$ cat src/rtl/instruction_cache.sv
// Direct-mapped read-only L1 I-cache: zero-latency hits, one 256-bit line fill per miss.
// Miss costs memory latency + 2 cycles; fetch stalls while inst_resp is low.
module instruction_cache #(
  parameter int  S_INDEX  = 3,
  parameter int  S_OFFSET = 5,
  localparam int S_TAG    = 32 - S_OFFSET - S_INDEX,
  localparam int SETS     = 1 << S_INDEX,
  localparam int LINE_W   = 8 << S_OFFSET
) (
  input  logic              clk,
  input  logic              rst,
  input  logic              inst_read,
  input  logic [31:0]       inst_addr,
  output logic              inst_resp,
  output logic [31:0]       inst_rdata,
  input  logic              flush,
  output logic              pmem_read,
  output logic [31:0]       pmem_address,
  input  logic              pmem_resp,
  input  logic [LINE_W-1:0] pmem_rdata,
  output logic [31:0]       hit_count,
  output logic [31:0]       miss_count
);

  typedef enum logic {IDLE, MISS} state_t;

  state_t state;
  state_t state_next;

  logic [S_TAG-1:0]    req_tag;
  logic [S_INDEX-1:0]  req_index;
  logic [S_OFFSET-3:0] req_word;
  logic                unused_addr_bits;

  assign req_tag          = inst_addr[31 -: S_TAG];
  assign req_index        = inst_addr[S_OFFSET +: S_INDEX];
  assign req_word         = inst_addr[S_OFFSET-1:2];
  assign unused_addr_bits = ^inst_addr[1:0];

  logic [SETS-1:0]   valid;
  logic [S_TAG-1:0]  tag_arr  [SETS];
  logic [LINE_W-1:0] data_arr [SETS];

  logic [LINE_W-1:0]  sel_line;
  logic               hit;
  logic               start_miss;
  logic               fill;
  logic               discard;
  logic [S_TAG-1:0]   fill_tag;
  logic [S_INDEX-1:0] fill_index;

  // The latched line address doubles as the fill target, so a redirect mid-miss cannot retarget it.
  assign fill_tag   = pmem_address[31 -: S_TAG];
  assign fill_index = pmem_address[S_OFFSET +: S_INDEX];

  assign sel_line   = data_arr[req_index];
  assign hit        = inst_read && valid[req_index] && (tag_arr[req_index] == req_tag);
  assign start_miss = (state == IDLE) && inst_read && !hit && !flush;
  assign fill       = (state == MISS) && pmem_resp;

  always_ff @(posedge clk or negedge rst) begin
    if (!rst) begin
      state <= IDLE;
    end else begin
      state <= state_next;
    end
  end

  always_comb begin
    state_next = state;
    case (state)
      IDLE: if (start_miss) state_next = MISS;
      MISS: if (pmem_resp)  state_next = IDLE;
    endcase
  end

  always_comb begin
    inst_resp  = 1'b0;
    inst_rdata = '0;
    if ((state == IDLE) && hit && !flush) begin
      inst_resp  = 1'b1;
      inst_rdata = sel_line[{req_word, 5'd0} +: 32];
    end
  end

  always_ff @(posedge clk or negedge rst) begin
    if (!rst) begin
      valid        <= '0;
      pmem_read    <= 1'b0;
      pmem_address <= '0;
      discard      <= 1'b0;
      hit_count    <= '0;
      miss_count   <= '0;
    end else begin
      // Flush wins over a coincident fill so the returning line is never marked valid.
      if (flush) begin
        valid <= '0;
      end else if (fill && !discard) begin
        valid[fill_index] <= 1'b1;
      end

      if (fill) begin
        discard <= 1'b0;
      end else if ((state == MISS) && flush) begin
        discard <= 1'b1;
      end

      if (start_miss) begin
        pmem_read    <= 1'b1;
        pmem_address <= {req_tag, req_index, {S_OFFSET{1'b0}}};
      end else if (fill) begin
        pmem_read    <= 1'b0;
      end

      if (inst_resp && (hit_count != '1)) begin
        hit_count <= hit_count + 32'd1;
      end
      if (start_miss && (miss_count != '1)) begin
        miss_count <= miss_count + 32'd1;
      end
    end
  end

  always_ff @(posedge clk) begin
    if (fill) begin
      data_arr[fill_index] <= pmem_rdata;
      tag_arr[fill_index]  <= fill_tag;
    end
  end

endmodule

$ cat config.mk
export PLATFORM = sky130hd
export DESIGN_NAME = instruction_cache
export DESIGN_NICKNAME = d
export VERILOG_FILES = /design/src/rtl/instruction_cache.sv
export SDC_FILE = /design/constraint.sdc
export NUM_CORES = 2
export LEC_CHECK = 0
export BUFFER_PORTS_ARGS = -buffer_cell sky130_fd_sc_hd__buf_2
export CAP_MARGIN = 0
export CORE_MARGIN = 2
export CORE_UTILIZATION = 34
export CTS_CLUSTER_DIAMETER = 100
export DETAILED_ROUTE_END_ITERATION = 12
export GPL_ROUTABILITY_DRIVEN = 1
export PLACE_DENSITY = 0.5
export SYNTH_ARGS = -nofsm -noshare
export SYNTH_HDL_FRONTEND = slang
export SYNTH_SLANG_ARGS = --single-unit
$ cat constraint.sdc
create_clock -name clk -period 22.3 [get_ports clk]
set_input_delay 3.345 -clock clk [delete_from_list [all_inputs] [get_ports clk]]
set_output_delay 3.345 -clock clk [all_outputs]
set_load 0.02 [all_outputs]
Word-level counts from Yosys, hierarchy flattened --
Memory sizes are Yosys's and may differ from the RTL's. Cells that the tools add are included.
Storage, ports and cells: bits in registers 102, RAM bits 2240, input bits 293, word-level logic and storage cells 56, memories kept 2
Cells by class: add/subtract/negate cells 2, $lt $le $gt $ge 3, equality and inequality tests 3, shift-type cells 1, muxes and demuxes 17, bitwise logic cells 2, reductions and logical operators 19
Memories:
- data_arr | words 8, width 256, read ports 1, clocked after Yosys merged registers in 0, wr ports 1, RTL line 42 | logic [LINE_W-1:0] data_arr [SETS];
- tag_arr | words 8, width 24, read ports 1, clocked after Yosys merged registers in 0, wr ports 1, RTL line 41 | logic [S_TAG-1:0] tag_arr [SETS];
Operator list (count):
- $shiftx A256 B9 Y32 | 1
- $add A32 B1 Y32 const B | 2
- $ne A32 B32 Y1 const B | 2
- $mux W32 | 1
- $eq A24 B24 Y1 | 1
- $mux W8 | 2
- $logic_and A1 B1 Y1 | 13
- $mux W1 | 11
- $lt A3 B4 Y1 const B | 2
- $or A8 B8 Y8 | 1
- $reduce_bool A2 Y1 | 3
- $bmux W1 S3 | 1
- $demux W1 S3 | 1
- $ge A3 B1 Y1 const B | 1
- $logic_not A1 Y1 | 3
- $pmux W1 S2 | 1
- $not A1 Y1 | 1

Logic depth before layout (Yosys ltp) --
depth after elaboration 9, mapped depth 15

Worst setup path after synthesis --
Ideal clock, no wire load.
path kind input -> register, start point input pmem_resp, end point memory data_arr[0][0] (netlist bit) (enable), library setup time 1.264 ns, data arrival time 22.542 ns, slack -1.506 ns, stages 3, path through nand2_1 > or2_2 > nor3_1
Between the ends: word-level cells in the longest chain between the ends 3
Ends and longest elaborated chain:
- from (decl) | RTL line 19 | input logic pmem_resp,
- $logic_and A1 B1 Y1 | RTL line 59 | assign fill = (state == MISS) && pmem_resp;
- $mux W1 | RTL line 125 | if (fill) begin
- $mux W1 (not written as such) | RTL line 126 | data_arr[fill_index] <= pmem_rdata;
- to (decl) | RTL line 42
No other way between the ends.

Final worst setup path --
start point input inst_addr[6], end point output inst_rdata[12]
Between the ends: word-level cells in the longest chain between the ends 7, elaborated cells on any way between the ends 11, classes of those cells 1 x eq/ne; 1 x shift; 3 x mux; 4 x reduce/logical; 2 x memory
Ends and longest elaborated chain:
- from (decl) | RTL line 13 | input logic [31:0] inst_addr,
- branches (longest 6 deep; another with $mem_v2 Z8 W256)
- $mux W32 (*) | RTL line 80 | if ((state == IDLE) && hit && !flush) begin
- to (decl) | RTL line 15 | output logic [31:0] inst_rdata,
Mark *: on every way between the ends. The select of a mux whose other input is x is not followed.

==> summary.md <==
| Metric | Value |
|---|---|
| Synth top area cells | `edfxtp_1 75%, mux4_2 17%, dfrtp_1 2.8%, mux2i_1 0.69%, mux2_2 0.56%` |
| Async SR Flop Fraction | `0.0436` |
| Max clock buf depth | `4` |
| Pwr dens | `92.7 nW/µm²` |
| Slew Viols, Final | `0` |
| CTS clk-pin slew, worst paths | `0.06 ns` |
| TritonCTS Buffers | `269` |
| Row cnt | `189` |
| Switching part of the total | `0.217` |
| Vias in the first global route | `42849` |
| Die Y | `519 µm` |
| Crit path max fanout | `92` |
| Mean Syn Cell Area | `23.9 µm²` |
| Hold Slack | `0.473 ns` |
| # nets final | `4631` |
| Clock Tree Root | `clkbuf_16` |
| Peak Freq | `84.7 MHz` |
| WL final | `218000 µm` |
| TNS Setup | `0 ns` |
| DRC Markers | `0` |
| Leakage power | `33.7 nW` |
| TritonCTS Sinks | `2342` |
| Starting density of the core | `0.341` |
| Syn-to-layout area delta | `16.2%` |
| Ys flop type | `edfxtp_1` |
| Synth Warn # | `0` |
| Cell area after synthesis | `90200 µm²` |
| Most common library cell in the layout ignoring fill and taps | `edfxtp_1` |
| P_sw | `0.00211 W` |
| Antenna violations before repair | `137` |
| Post-synth cell types | `58` |
| HPWL after detailed placement | `121000 µm` |
| H-tree levels | `5` |
| Final hold vios | `0` |
| Vias per cell | `5.13` |
| Period utilization | `0.529` |
| Seq. cell area | `69800 µm²` |
| Ports | `423` |
| Clk Latency, worst-skew pair | `0.82 ns` |
| Die area | `269000 µm²` |
| Setup Viol. Count Final | `0` |
| Post-synth top area share | `0.746` |
| Yosys reg bits | `2342` |
| WP data required | `18.95 ns` |
| Seq/Total Area, Yosys | `0.774` |
| Routed Antenna Nets | `0` |
| Maxcap violations | `0` |
| WS Path Type | `in2out` |
| Critical path startpoint category | `input port` |
| Syn Inst Count | `3770` |
| GRT overflow | `0` |
| IO Port Bufs | `415` |
| First-pass GRT wire length | `315000 µm` |
| GP Congestion | `0.769` |
| Int Power | `0.00760 W` |
| GRT Util Overall | `0.160` |
| Drt first pass iters | `5` |
| Layout cell share with drive strength beyond 1 | `0.351` |
| Resized cells post-CTS | `0` |
| DR vias | `41423` |
| Gate power share | `0.059` |
| Fillers | `23539` |
| Worst IR Drop VDD | `0.0538 mV` |
| Max-slew headroom | `0.296` |
| Post-synth EDFFs | `2240` |
| Skew final | `0.0415 ns` |
| WL/cell | `27.0 µm` |
| Post-cts hold buffer count | `0` |
| Flop pwr share | `0.518` |
| Most frequent cells in the layout | `2240 x edfxtp_1, 686 x mux4_2, 409 x buf_2` |
| Worst-Margin Slew | `1.06 ns` |
| CTS tree | `done` |
| Largest net degree at the start of global routing | `132` |
| Core Region | `264000 µm²` |
| Crit end category | `primary output` |
| Initial DRC count | `3146` |
| Worst path arrival time | `8.46 ns` |
| Tmin final | `11.81 ns` |
| Clk pwr share | `0.423` |
| Status | `complete, no violations` |
| Multi-input logic area | `19500 µm²` |
| RSZ-0062 raised after global routing | `false` |
| Hold WC Path Type | `reg2reg` |
| Chip width | `519 µm` |
| Post-synth top area cell | `edfxtp_1` |
| Setup bufs post-CTS | `0` |
## synthesized netlist by cell type (all sizes together) (2+ instances only)
cell type	n
mux4	686
o22a	2
a21bo	5
nor2b	39
a31oi	3
nor4b	4
nand2	35
nor2	44
or4b	2
a41oi	2
nand3b	10
xnor2	28
and4	7
buf	106
a2bb2o	2
o21ai	4
o2111ai	4
nand3	27
a211oi	25
edfxtp	2240
o22ai	4
mux2i	62
or2	3
o211ai	3
a22o	4
a21oi	11
dfrtp	102
nand4	22
nor4	6
xor2	43
or4	2
a22oi	12
nand2b	10
nor3b	2
inv	4
ha	2
and3	12
clkbuf	88
nor3	30
and2	8
mux2	45
o21a	2
nand4b	9
## final timing paths
| path | cells past startpoint | slack (ns) | endpoint | startpoint |
|---|---|---|---|---|
| worst max-delay path | 12 | 10.49 | inst_rdata[12] | inst_addr[6] |
| worst min register to register | 2 | 0.47 | pmem_read | pmem_read |
| worst max register to register | 7 | 17.62 | data_arr[4][243] | state |
| max in group asynchronous | 2 | 18.54 | hit_count[19] | rst |
| worst min-delay path | 2 | 0.47 | pmem_read | pmem_read |
| min in group asynchronous | 1 | 2.49 | miss_count[19] | rst |
## state kept, by name (all words and copies together) (netlist names)
register and flops:
hit_count 32, valid 8, discard 1, pmem_read 1
pmem_address 27, data_arr 2048, state 1, tag_arr 192
miss_count 32
## cell type report
type	count	share of cell area
inverters	4	0.000143
diodes	23	0.000549
well taps	3533	0.0422
repair buffers	485	0.0267
multi-input cells	1234	0.186
clock buffers	336	0.0683
clock inverters	121	0.00916
flip-flops and latches	2342	0.666
## metal layers
metal / vias to the layer above / wire [µm] / track usage
met2: 1111 / 101000 / 0.245
met4: 88 / 4550 / 0.0379
li1: 17383 / - / -
met5: - / 523 / 0
met1: 22418 / 97600 / 0.229
met3: 423 / 14900 / 0.0426
## power groups by stage
stage	logic [W]	clock network, W	registers [W]
finish	0.000572	0.00411	0.00503
global route	0.000620	0.00439	0.00504
CTS	0.000590	0.00423	0.00503
detailed placement	0.000589	0	0.00512
global placement	0.000582	0	0.00511
floorplan	0.000322	0	0.00517
## critical path, cell delays in order
cell and delay, ns:
buf_8 0.60, buf_4 0.82, buf_4 0.77, nor2_1 0.30, a22o_1 0.30, o21ai_0 0.27, nand4b_1 0.14, nor4_1 0.31
nand4_1 0.12, buf_4 0.33, nor2b_1 0.57, buf_2 0.27
## kinds of logic after synthesis
logic type	after synthesis	share of synthesized area
compound gates	87	0.00713
xor+xnor	71	0.00690
fa+ha+maj	2	0.000277
buf+inv	198	0.00996
flops	2342	0.774
mux	793	0.184
other cells	1	0.0000416
simple gates	276	0.0175
## per-stage QoR
step / std cells / setup slack [ns] / utilization / power (W) / cell area, µm²
floorplan: 3774 / 6.03 / - / 0.00549 / 90200
global placement: 7598 / 10.06 / 0.365 / 0.00570 / 96600
detailed placement: 7598 / 10.25 / 0.365 / 0.00571 / 96600
CTS: 8055 / 10.24 / 0.396 / 0.00985 / 105000
global route: 8060 / 10.17 / 0.396 / 0.0101 / 105000
finish: 8078 / 10.49 / 0.396 / 0.00971 / 105000
Power figures use the tool's default switching activity.
